--- config.mk ---
export PLATFORM = sky130hd
export DESIGN_NAME = mult_job_sequencer
export DESIGN_NICKNAME = d
export VERILOG_FILES = /design/src/rtl/mult_seq_pkg.sv /design/src/rtl/mult_op_fifo.sv /design/src/rtl/mult_job_sequencer.sv
export SDC_FILE = /design/constraint.sdc
export NUM_CORES = 1
export LEC_CHECK = 0
export BUFFER_PORTS_ARGS = -buffer_cell sky130_fd_sc_hd__buf_2
export CORE_UTILIZATION = 50
export DETAILED_ROUTE_END_ITERATION = 12
export GPL_ROUTABILITY_DRIVEN = 0
export PLACE_DENSITY = 0.75
export SLEW_MARGIN = 20
export SYNTH_ARGS = -nofsm -noshare
export SYNTH_HDL_FRONTEND = slang
export SYNTH_HIERARCHICAL = 1
export SYNTH_SLANG_ARGS = --single-unit
--- constraint.sdc ---
create_clock -name clk -period 1.8 [get_ports clk]
set_clock_uncertainty 0.1 [all_clocks]
set_input_delay 0 -clock clk [delete_from_list [all_inputs] [get_ports clk]]
set_output_delay 0 -clock clk [all_outputs]
set_load 0.005 [all_outputs]
--- src/rtl/mult_seq_pkg.sv ---
// Shared types and widths for the multiplier job sequencer.
package mult_seq_pkg;

  localparam int unsigned OP_W  = 8;
  localparam int unsigned RES_W = 16;

  typedef enum logic [1:0] {
    ST_IDLE  = 2'd0,
    ST_START = 2'd1,
    ST_WAIT  = 2'd2,
    ST_HOLD  = 2'd3
  } seq_state_e;

  typedef struct packed {
    logic [OP_W-1:0] mplier;
    logic [OP_W-1:0] mcand;
  } op_pair_t;

endpackage

--- src/rtl/mult_op_fifo.sv ---
// Operand-pair queue: power-of-two depth, registered count and full/empty flags.
module mult_op_fifo
  import mult_seq_pkg::*;
#(
  parameter int unsigned DEPTH = 4
) (
  input  logic     clk,
  input  logic     rst_n,
  input  logic     push_i,
  input  op_pair_t data_i,
  input  logic     pop_i,
  output op_pair_t data_o,
  output logic     full_o,
  output logic     empty_o
);

  localparam int unsigned PTR_W = $clog2(DEPTH);
  localparam int unsigned CNT_W = PTR_W + 1;

  op_pair_t           mem_q [DEPTH];
  logic [PTR_W-1:0]   wr_ptr_q, rd_ptr_q;
  logic [CNT_W-1:0]   count_q, count_d;
  logic               full_q, empty_q;
  logic               push_ok, pop_ok;

  assign push_ok = push_i & ~full_q;
  assign pop_ok  = pop_i & ~empty_q;
  assign data_o  = mem_q[rd_ptr_q];
  assign full_o  = full_q;
  assign empty_o = empty_q;

  // Next occupancy; a simultaneous push and pop leaves it unchanged.
  always_comb begin
    count_d = count_q;
    if (push_ok && !pop_ok) begin
      count_d = count_q + CNT_W'(1);
    end else if (pop_ok && !push_ok) begin
      count_d = count_q - CNT_W'(1);
    end
  end

  // Pointers, count and flags.
  always_ff @(posedge clk or negedge rst_n) begin
    if (!rst_n) begin
      wr_ptr_q <= '0;
      rd_ptr_q <= '0;
      count_q  <= '0;
      full_q   <= 1'b0;
      empty_q  <= 1'b1;
    end else begin
      if (push_ok) wr_ptr_q <= wr_ptr_q + PTR_W'(1);
      if (pop_ok)  rd_ptr_q <= rd_ptr_q + PTR_W'(1);
      count_q <= count_d;
      full_q  <= (count_d == CNT_W'(DEPTH));
      empty_q <= (count_d == '0);
    end
  end

  // Storage; contents are don't-care while the slot is unoccupied.
  always_ff @(posedge clk) begin
    if (push_ok) mem_q[wr_ptr_q] <= data_i;
  end

endmodule

--- src/rtl/mult_job_sequencer.sv ---
// Feeds queued operand pairs one at a time to an 8-bit multiplier and
// hands each product downstream in push order.
// Optional MULT_TIMEOUT_EN adds a WAIT watchdog and a sticky timeout_err_o.
module mult_job_sequencer
  import mult_seq_pkg::*;
#(
  parameter int unsigned FIFO_DEPTH     = 4,
  parameter int unsigned TIMEOUT_CYCLES = 32
) (
  input  logic             clk,
  input  logic             rst_n,
  input  logic             in_valid_i,
  output logic             in_ready_o,
  input  logic [OP_W-1:0]  in_mplier_i,
  input  logic [OP_W-1:0]  in_mcand_i,
  output logic             st_o,
  output logic [OP_W-1:0]  mplier_o,
  output logic [OP_W-1:0]  mcand_o,
  input  logic             done_i,
  input  logic [RES_W-1:0] result_i,
  output logic             out_valid_o,
  input  logic             out_ready_i,
  output logic [RES_W-1:0] out_result_o,
`ifdef MULT_TIMEOUT_EN
  output logic             timeout_err_o,
`endif
  output logic             busy_o
);

  seq_state_e       state_q, state_d;
  logic [OP_W-1:0]  mplier_q, mplier_d, mcand_q, mcand_d;
  logic             st_q, st_d;
  logic             out_valid_q, out_valid_d;
  logic [RES_W-1:0] out_result_q, out_result_d;
  logic             busy_q, busy_d;
  logic             fifo_full, fifo_empty, fifo_push, fifo_pop;
  op_pair_t         fifo_wdata, fifo_head;

`ifdef MULT_TIMEOUT_EN
  localparam int unsigned TMO_W = $clog2(TIMEOUT_CYCLES + 1);
  logic [TMO_W-1:0] tmo_cnt_q, tmo_cnt_d;
  logic             tmo_err_q, tmo_err_d;
  assign timeout_err_o = tmo_err_q;
`else
  logic unused_tmo_cfg;
  assign unused_tmo_cfg = ^32'(TIMEOUT_CYCLES);
`endif

  assign fifo_push  = in_valid_i & ~fifo_full;
  assign fifo_wdata = '{mplier: in_mplier_i, mcand: in_mcand_i};

  mult_op_fifo #(
    .DEPTH (FIFO_DEPTH)
  ) u_fifo (
    .clk     (clk),
    .rst_n   (rst_n),
    .push_i  (fifo_push),
    .data_i  (fifo_wdata),
    .pop_i   (fifo_pop),
    .data_o  (fifo_head),
    .full_o  (fifo_full),
    .empty_o (fifo_empty)
  );

  assign in_ready_o   = ~fifo_full;
  assign st_o         = st_q;
  assign mplier_o     = mplier_q;
  assign mcand_o      = mcand_q;
  assign out_valid_o  = out_valid_q;
  assign out_result_o = out_result_q;
  assign busy_o       = busy_q;

  // Job FSM: next state, pop request and next values of every output register.
  always_comb begin
    state_d      = state_q;
    fifo_pop     = 1'b0;
    mplier_d     = mplier_q;
    mcand_d      = mcand_q;
    st_d         = 1'b0;
    out_valid_d  = out_valid_q;
    out_result_d = out_result_q;
`ifdef MULT_TIMEOUT_EN
    tmo_cnt_d    = tmo_cnt_q;
    tmo_err_d    = tmo_err_q;
`endif
    unique case (state_q)
      ST_IDLE: begin
        if (!fifo_empty) begin
          fifo_pop = 1'b1;
          mplier_d = fifo_head.mplier;
          mcand_d  = fifo_head.mcand;
          st_d     = 1'b1;
          state_d  = ST_START;
        end
      end
      ST_START: begin
        state_d = ST_WAIT;
`ifdef MULT_TIMEOUT_EN
        tmo_cnt_d = '0;
`endif
      end
      ST_WAIT: begin
        if (done_i) begin
          out_result_d = result_i;
          out_valid_d  = 1'b1;
          state_d      = ST_HOLD;
        end
`ifdef MULT_TIMEOUT_EN
        else if (tmo_cnt_q == TMO_W'(TIMEOUT_CYCLES - 1)) begin
          tmo_err_d = 1'b1;
          state_d   = ST_IDLE;
        end else begin
          tmo_cnt_d = tmo_cnt_q + TMO_W'(1);
        end
`endif
      end
      ST_HOLD: begin
        if (out_valid_q && out_ready_i) begin
          out_valid_d = 1'b0;
          state_d     = ST_IDLE;
        end
      end
      default: state_d = ST_IDLE;
    endcase
    // A pop only happens on leaving IDLE, so an IDLE next state sees count + push.
    busy_d = (state_d != ST_IDLE) | ~fifo_empty | fifo_push;
  end

  // State and output registers.
  always_ff @(posedge clk or negedge rst_n) begin
    if (!rst_n) begin
      state_q      <= ST_IDLE;
      mplier_q     <= '0;
      mcand_q      <= '0;
      st_q         <= 1'b0;
      out_valid_q  <= 1'b0;
      out_result_q <= '0;
      busy_q       <= 1'b0;
`ifdef MULT_TIMEOUT_EN
      tmo_cnt_q    <= '0;
      tmo_err_q    <= 1'b0;
`endif
    end else begin
      state_q      <= state_d;
      mplier_q     <= mplier_d;
      mcand_q      <= mcand_d;
      st_q         <= st_d;
      out_valid_q  <= out_valid_d;
      out_result_q <= out_result_d;
      busy_q       <= busy_d;
`ifdef MULT_TIMEOUT_EN
      tmo_cnt_q    <= tmo_cnt_d;
      tmo_err_q    <= tmo_err_d;
`endif
    end
  end

endmodule

Word-level counts from Yosys, hierarchy flattened
Memory sizes are Yosys's and may differ from the RTL's. A register that Yosys moved wholly into a read port is not among the register bits.
Cells that the tools add are included.
{"block": "totals", "wordCells": 54, "memories": 1, "out_inout_bits": 36, "mem_bits_rw": 64, "reg_bits": 30}
{"block": "classes", "addsub": 4, "n_reduce_logical": 13, "eq_ne": 6, "n_bitwise": 7, "mux": 13}
{"name": "u_fifo.mem_q", "words": 4, "width": 16, "rd": 1, "rd_ports_with_merged_regs": 1, "write_ports": 1, "line_no": "mult_op_fifo.sv:20", "rtl": "op_pair_t mem_q [DEPTH];"}
{"operator": "$pmux W2 S4", "n": 1}
{"operator": "$mux W1", "n": 6}
{"operator": "$mux W2", "n": 3}
{"operator": "$mux W3", "n": 2}
{"operator": "$add A2 B1 Y2 const B", "n": 2}
{"operator": "$eq A2 B2 Y1 const B", "n": 2}
{"operator": "$ne A2 B2 Y1 const B", "n": 2}
{"operator": "$reduce_and A2 Y1", "n": 2}
{"operator": "$reduce_bool A2 Y1", "n": 2}
{"operator": "$add A3 B1 Y3 const B", "n": 1}
{"operator": "$and A1 B1 Y1", "n": 3}
{"operator": "$eq A3 B3 Y1 const B", "n": 1}
{"operator": "$logic_and A1 B1 Y1", "n": 3}
{"operator": "$logic_not A1 Y1", "n": 3}
{"operator": "$logic_not A3 Y1", "n": 1}
{"operator": "$reduce_and A3 Y1", "n": 1}
{"operator": "$sub A3 B1 Y3 const B", "n": 1}
{"operator": "$eq A2 B1 Y1 const B", "n": 1}
{"operator": "$logic_not A2 Y1", "n": 1}
{"operator": "$not A1 Y1", "n": 2}
{"operator": "$or A1 B1 Y1", "n": 2}
{"operator": "$pmux W1 S2", "n": 1}

Longest topological paths before layout
{"block": "depth", "word_depth": 8, "depth_mapped": 7}

Hierarchy
The synthesis kept the hierarchy.
{"module": "mult_op_fifo", "cells_per_inst": 137, "n_inst": 1, "area_per_inst_um2": 2899.0, "seq_area_each_um2": 2148.3}
{"module": "mult_job_sequencer", "cells_per_inst": 87, "n_inst": 1, "area_per_inst_um2": 1471.4, "seq_area_each_um2": 925.9}

Worst setup path after synthesis
OpenSTA, ideal clock, no wires.
{"block": "synth_timing", "kind": "reg2reg", "startpoint": "register state_q[1]", "endpoint": "register u_fifo.empty_q, in the netlist u_fifo/empty_o", "arrival_time_ps": 1786, "required_ps": 1639, "stages_incl_launch_ff": 8, "path_slack_ps": -146, "n_path_buf": 2, "synth_period_minus_slack_ps": 1946, "path_cell_list": "dfrtp_1 buf_6 nor3_4 buf_12 or2b_4 nor3_2 a211oi_2 o21ba_1"}
{"block": "synth_via", "elab_chain_cells": 7, "word_cells_on_any_way": 9, "cone_classes": "3 x mux; 1 x bitwise; 5 x reduce/logical"}
{"item": "start, declared", "line_no": "mult_job_sequencer.sv:30", "rtl": "seq_state_e state_q, state_d;"}
{"item": "start signal, assigned", "line_no": "mult_job_sequencer.sv:144", "rtl": "state_q <= state_d;"}
{"item": "$logic_not A2 Y1 *", "line_no": "mult_job_sequencer.sv:86", "rtl": "unique case (state_q)"}
{"item": "$mux W1 *", "line_no": "mult_job_sequencer.sv:86"}
{"item": "via fifo_pop", "line_no": "mult_job_sequencer.sv:36", "rtl": "logic fifo_full, fifo_empty, fifo_push, fifo_pop;"}
{"item": "$and A1 B1 Y1 *", "line_no": "mult_op_fifo.sv:27", "rtl": "assign pop_ok = pop_i & ~empty_q;"}
{"item": "$logic_and A1 B1 Y1 / $logic_not A1 Y1 (equally long branches)", "line_no": "mult_op_fifo.sv:37, mult_op_fifo.sv:35"}
{"item": "$mux W3 / $logic_and A1 B1 Y1 (equally long branches)", "line_no": "mult_op_fifo.sv:37, mult_op_fifo.sv:35"}
{"item": "$mux W3 *", "line_no": "mult_op_fifo.sv:35", "rtl": "if (push_ok && !pop_ok) begin"}
{"item": "$logic_not A3 Y1 *", "line_no": "mult_op_fifo.sv:55", "rtl": "empty_q <= (count_d == '0);"}
{"item": "end signal, assigned", "line_no": "mult_op_fifo.sv:55"}
{"item": "end, declared", "line_no": "mult_op_fifo.sv:23", "rtl": "logic full_q, empty_q;"}
The timed path passes the listed nets; every way through them passes the cells marked *.
A chain may end at the register's enable or synchronous reset.

Worst setup path in the final report
{"block": "layout_timing", "startpoint": "register u_fifo.count_q[0]", "endpoint": "register u_fifo.full_q, in the netlist u_fifo/full_o"}
{"block": "layout_via", "elab_chain_cells": 4, "word_cells_on_any_way": 5, "cone_classes": "2 x add/sub; 1 x eq/ne; 2 x mux"}
{"item": "start, declared", "line_no": "mult_op_fifo.sv:22", "rtl": "logic [CNT_W-1:0] count_q, count_d;"}
{"item": "start signal, assigned", "line_no": "mult_op_fifo.sv:53", "rtl": "count_q <= count_d;"}
{"item": "$sub A3 B1 Y3", "line_no": "mult_op_fifo.sv:38", "rtl": "count_d = count_q - CNT_W'(1);"}
{"item": "$mux W3", "line_no": "mult_op_fifo.sv:37", "rtl": "end else if (pop_ok && !push_ok) begin"}
{"item": "$mux W3 *", "line_no": "mult_op_fifo.sv:35"}
{"item": "$eq A3 B3 Y1 *", "line_no": "mult_op_fifo.sv:54", "rtl": "full_q <= (count_d == CNT_W'(DEPTH));"}
{"item": "end signal, assigned", "line_no": "mult_op_fifo.sv:54"}
{"item": "end, declared", "line_no": "mult_op_fifo.sv:23"}
Every way passes the cells marked *; elsewhere a longest branch is shown, timed or not.

==> run metrics <==
Rel. slew slack=70.0%; Slew Limit Fails=0; Overall Global Routing Usage=18.6%; WS Path Type=register to register; Final Cycle Share=93.9%; insertion delay to the later sink of the worst-skew pair=0.36 ns; CP startpoint kind=register; FP Rows=33; num ports=73; worst ir drop on vdd=about 0.90 mV; GRT overflow=0; Initial Utilization=between 50 and 60%; Post-synth EDFFs=64; Die Height=95.5 microns; CTS Sinks=110; top cells by area, synth=edfxtp_1, dfrtp_1, mux4_2, mux2_2, mux2_4; CTS tree=done; Min-Delay Path Depth=4; CP Max Fanout=5; Pwr Total=8.20 mW; Pwr Density=roughly 1500 nW/um^2; dominant cell type by area after synthesis=edfxtp_1; Layout area overhead=26.1%; worst path required time=1.95 ns; number of port buffers=72; largest net degree at the start of global routing=23; Syn Std Cell Area=4370 sq um; crit path DAT=1.84 ns; CTS Buf Count=9; Antenna Cells=0; reg2reg path depth=5; drt total wl=between 7000 and 8000 microns; Die Area=9120 sq um; Horiz. Die Dim=95.5 microns; layout cell share with drive strength beyond 1=47.2%; Post-Syn Area per Cell=about 20 sq um; H-tree lvl count=3; post-cts repair resize count=0; Least-Margin Pin Slew=0.449 ns; DRC=0; synthesized flop and latch total=110; vias in the first global route=2,399; DRT iter0 DRCs=104; nets=392; DR WL/cell=16.5 microns; Reg clk slew, reported paths=about 0.09 ns; setup TNS=0 ns; initial antenna violation count=0; Routed Antenna Nets=0; DR vias/cell=5.10; Highest Clock Rate=0.592 GHz; post-layout minimum cycle time=1.69 ns; RSZ-0062 raised after global routing=false; Post-CTS Setup Bufs=0; core area=8340 sq um; Async SR Flop Fraction=41.8%; unique cell type count in the Yosys netlist=41; Hold WC Path Type=input port to register; fillers=564; DRT Pass-1 Iters=4; first-pass GRT wire length=12,100 microns; final setup vio count=0; Top FF cell, synth=edfxtp_1; root buffer cell=clkbuf_8; max_cap viols=0; synth warn=6; area share of the largest cell type after synthesis=44.0%; final hold vios=0; clock tree buffer depth=2; P_leak=2.21 nW; Synth Instances=224; total number of vias=2,341; post-DP HPWL=4570 microns; status=complete, no violations; sequential fraction of the synthesis area=70.3%; syn_nets=267; Setup crit end kind=register
[registers in the layout, indices dropped and copies added (netlist names)]
register,cells
out_result_o,16
state_q,2
out_valid_o,1
st_o,1
u_fifo/empty_o,1
mcand_o,8
u_fifo/mem_q,64
busy_o,1
mplier_o,8
u_fifo/full_o,1
u_fifo/count_q,3
u_fifo/wr_ptr_q,2
u_fifo/rd_ptr_q,2
[stage by stage]
stage	cell area (sq um)	cells	setup WS [ns]	hold slack, ns	utilization, %
after global routing	5510	459	0.0191	0.0680	66.1
after detailed placement	4930	406	0.148	-0.208	59.2
after CTS	5510	459	0.117	0.0299	66.1
after global placement	4930	406	0.228	-0.217	59.2
after floorplan	4380	224	-0.0172	-0.396	-
final	5510	459	0.110	0.0463	66.1
[cells in the mapped netlist (all sizes together), types with 2 or more instances]
master / n
and2: 5
buf: 8
dfrtp: 45
edfxtp: 64
ha: 6
inv: 6
mux2: 32
mux4: 16
nand2: 4
nand3b: 2
nor2: 4
nor2b: 3
nor3: 5
o21ai: 2
xnor2: 6
[final timing paths]
path | startpoint | endpoint | slack [ns]
min in group asynchronous | rst_n | u_fifo/empty_o | 0.06
hold / removal | in_valid_i | busy_o | 0.05
hold reg to reg | out_result_o[10] | out_result_o[10] | 0.41
setup reg to reg | u_fifo/count_q[0] | u_fifo/full_o | 0.11
max in group asynchronous | rst_n | state_q[0] | 0.64
setup / recovery | u_fifo/count_q[0] | u_fifo/full_o | 0.11
[metal layers]
metal,wire length [microns],vias up,track usage (%)
li1,-,1098,-
met5,0,-,0
met2,3940,68,34.3
met4,73,0,5.60
met3,397,7,3.99
met1,3180,1168,21.7
[placed cells by master (no fill, tap or decap), types with 2 or more instances in the layout]
cell            n
dfrtp_1        44
mux2_2         23
buf_2          72
buf_12          4
mux2_4          9
nand2_1         4
o21ai_0         2
nor2b_4         2
edfxtp_1       64
dlygate4sd3_1  37
nor3_1          2
xnor2_1         5
nor3_2          2
mux4_2         16
ha_1            6
inv_1           5
and2_2          4
buf_4           9
nor2_1          4
clkbuf_8       10
[cell type report]
cell class	count	area (sq um)	share of cell area, %
clock inverters	6	68.8	1.25
well taps	105	131	2.38
flip-flops and latches	110	3080	55.8
multi-input cells	100	1200	21.7
clock buffers	10	138	2.50
inverters	6	22.5	0.409
repair buffers	122	878	15.9
[repair_timing]
item,4_1_cts,5_1_grt
hold buffers,37,0
setup endpoints to repair,0,0
endpoints found under the hold margin,130,0
[power by group]
part	total (mW)	internal (mW)	switching (mW)
clock	1.48	0.692	0.787
combinational	2.82	1.63	1.19
sequential	3.91	3.48	0.425
[critical path, stage by stage (launching register included)]
cell	delay [ns]
dfrtp_1	0.46
inv_2	0.06
ha_1	0.35
nor4_1	0.34
a211oi_2	0.08
nor3_1	0.21
[kinds of logic after synthesis]
group,after synthesis,synth area share (%)
XOR/XNOR,6,1.37
buffers and inverters,14,2.40
AND/OR/NAND/NOR,30,5.13
adder cells (fa/ha/maj),6,1.72
multiplexers,48,17.3
flip-flops,110,70.3
AO/OA/AOI/OAI,10,1.78
(Power assumes the default switching activity.)
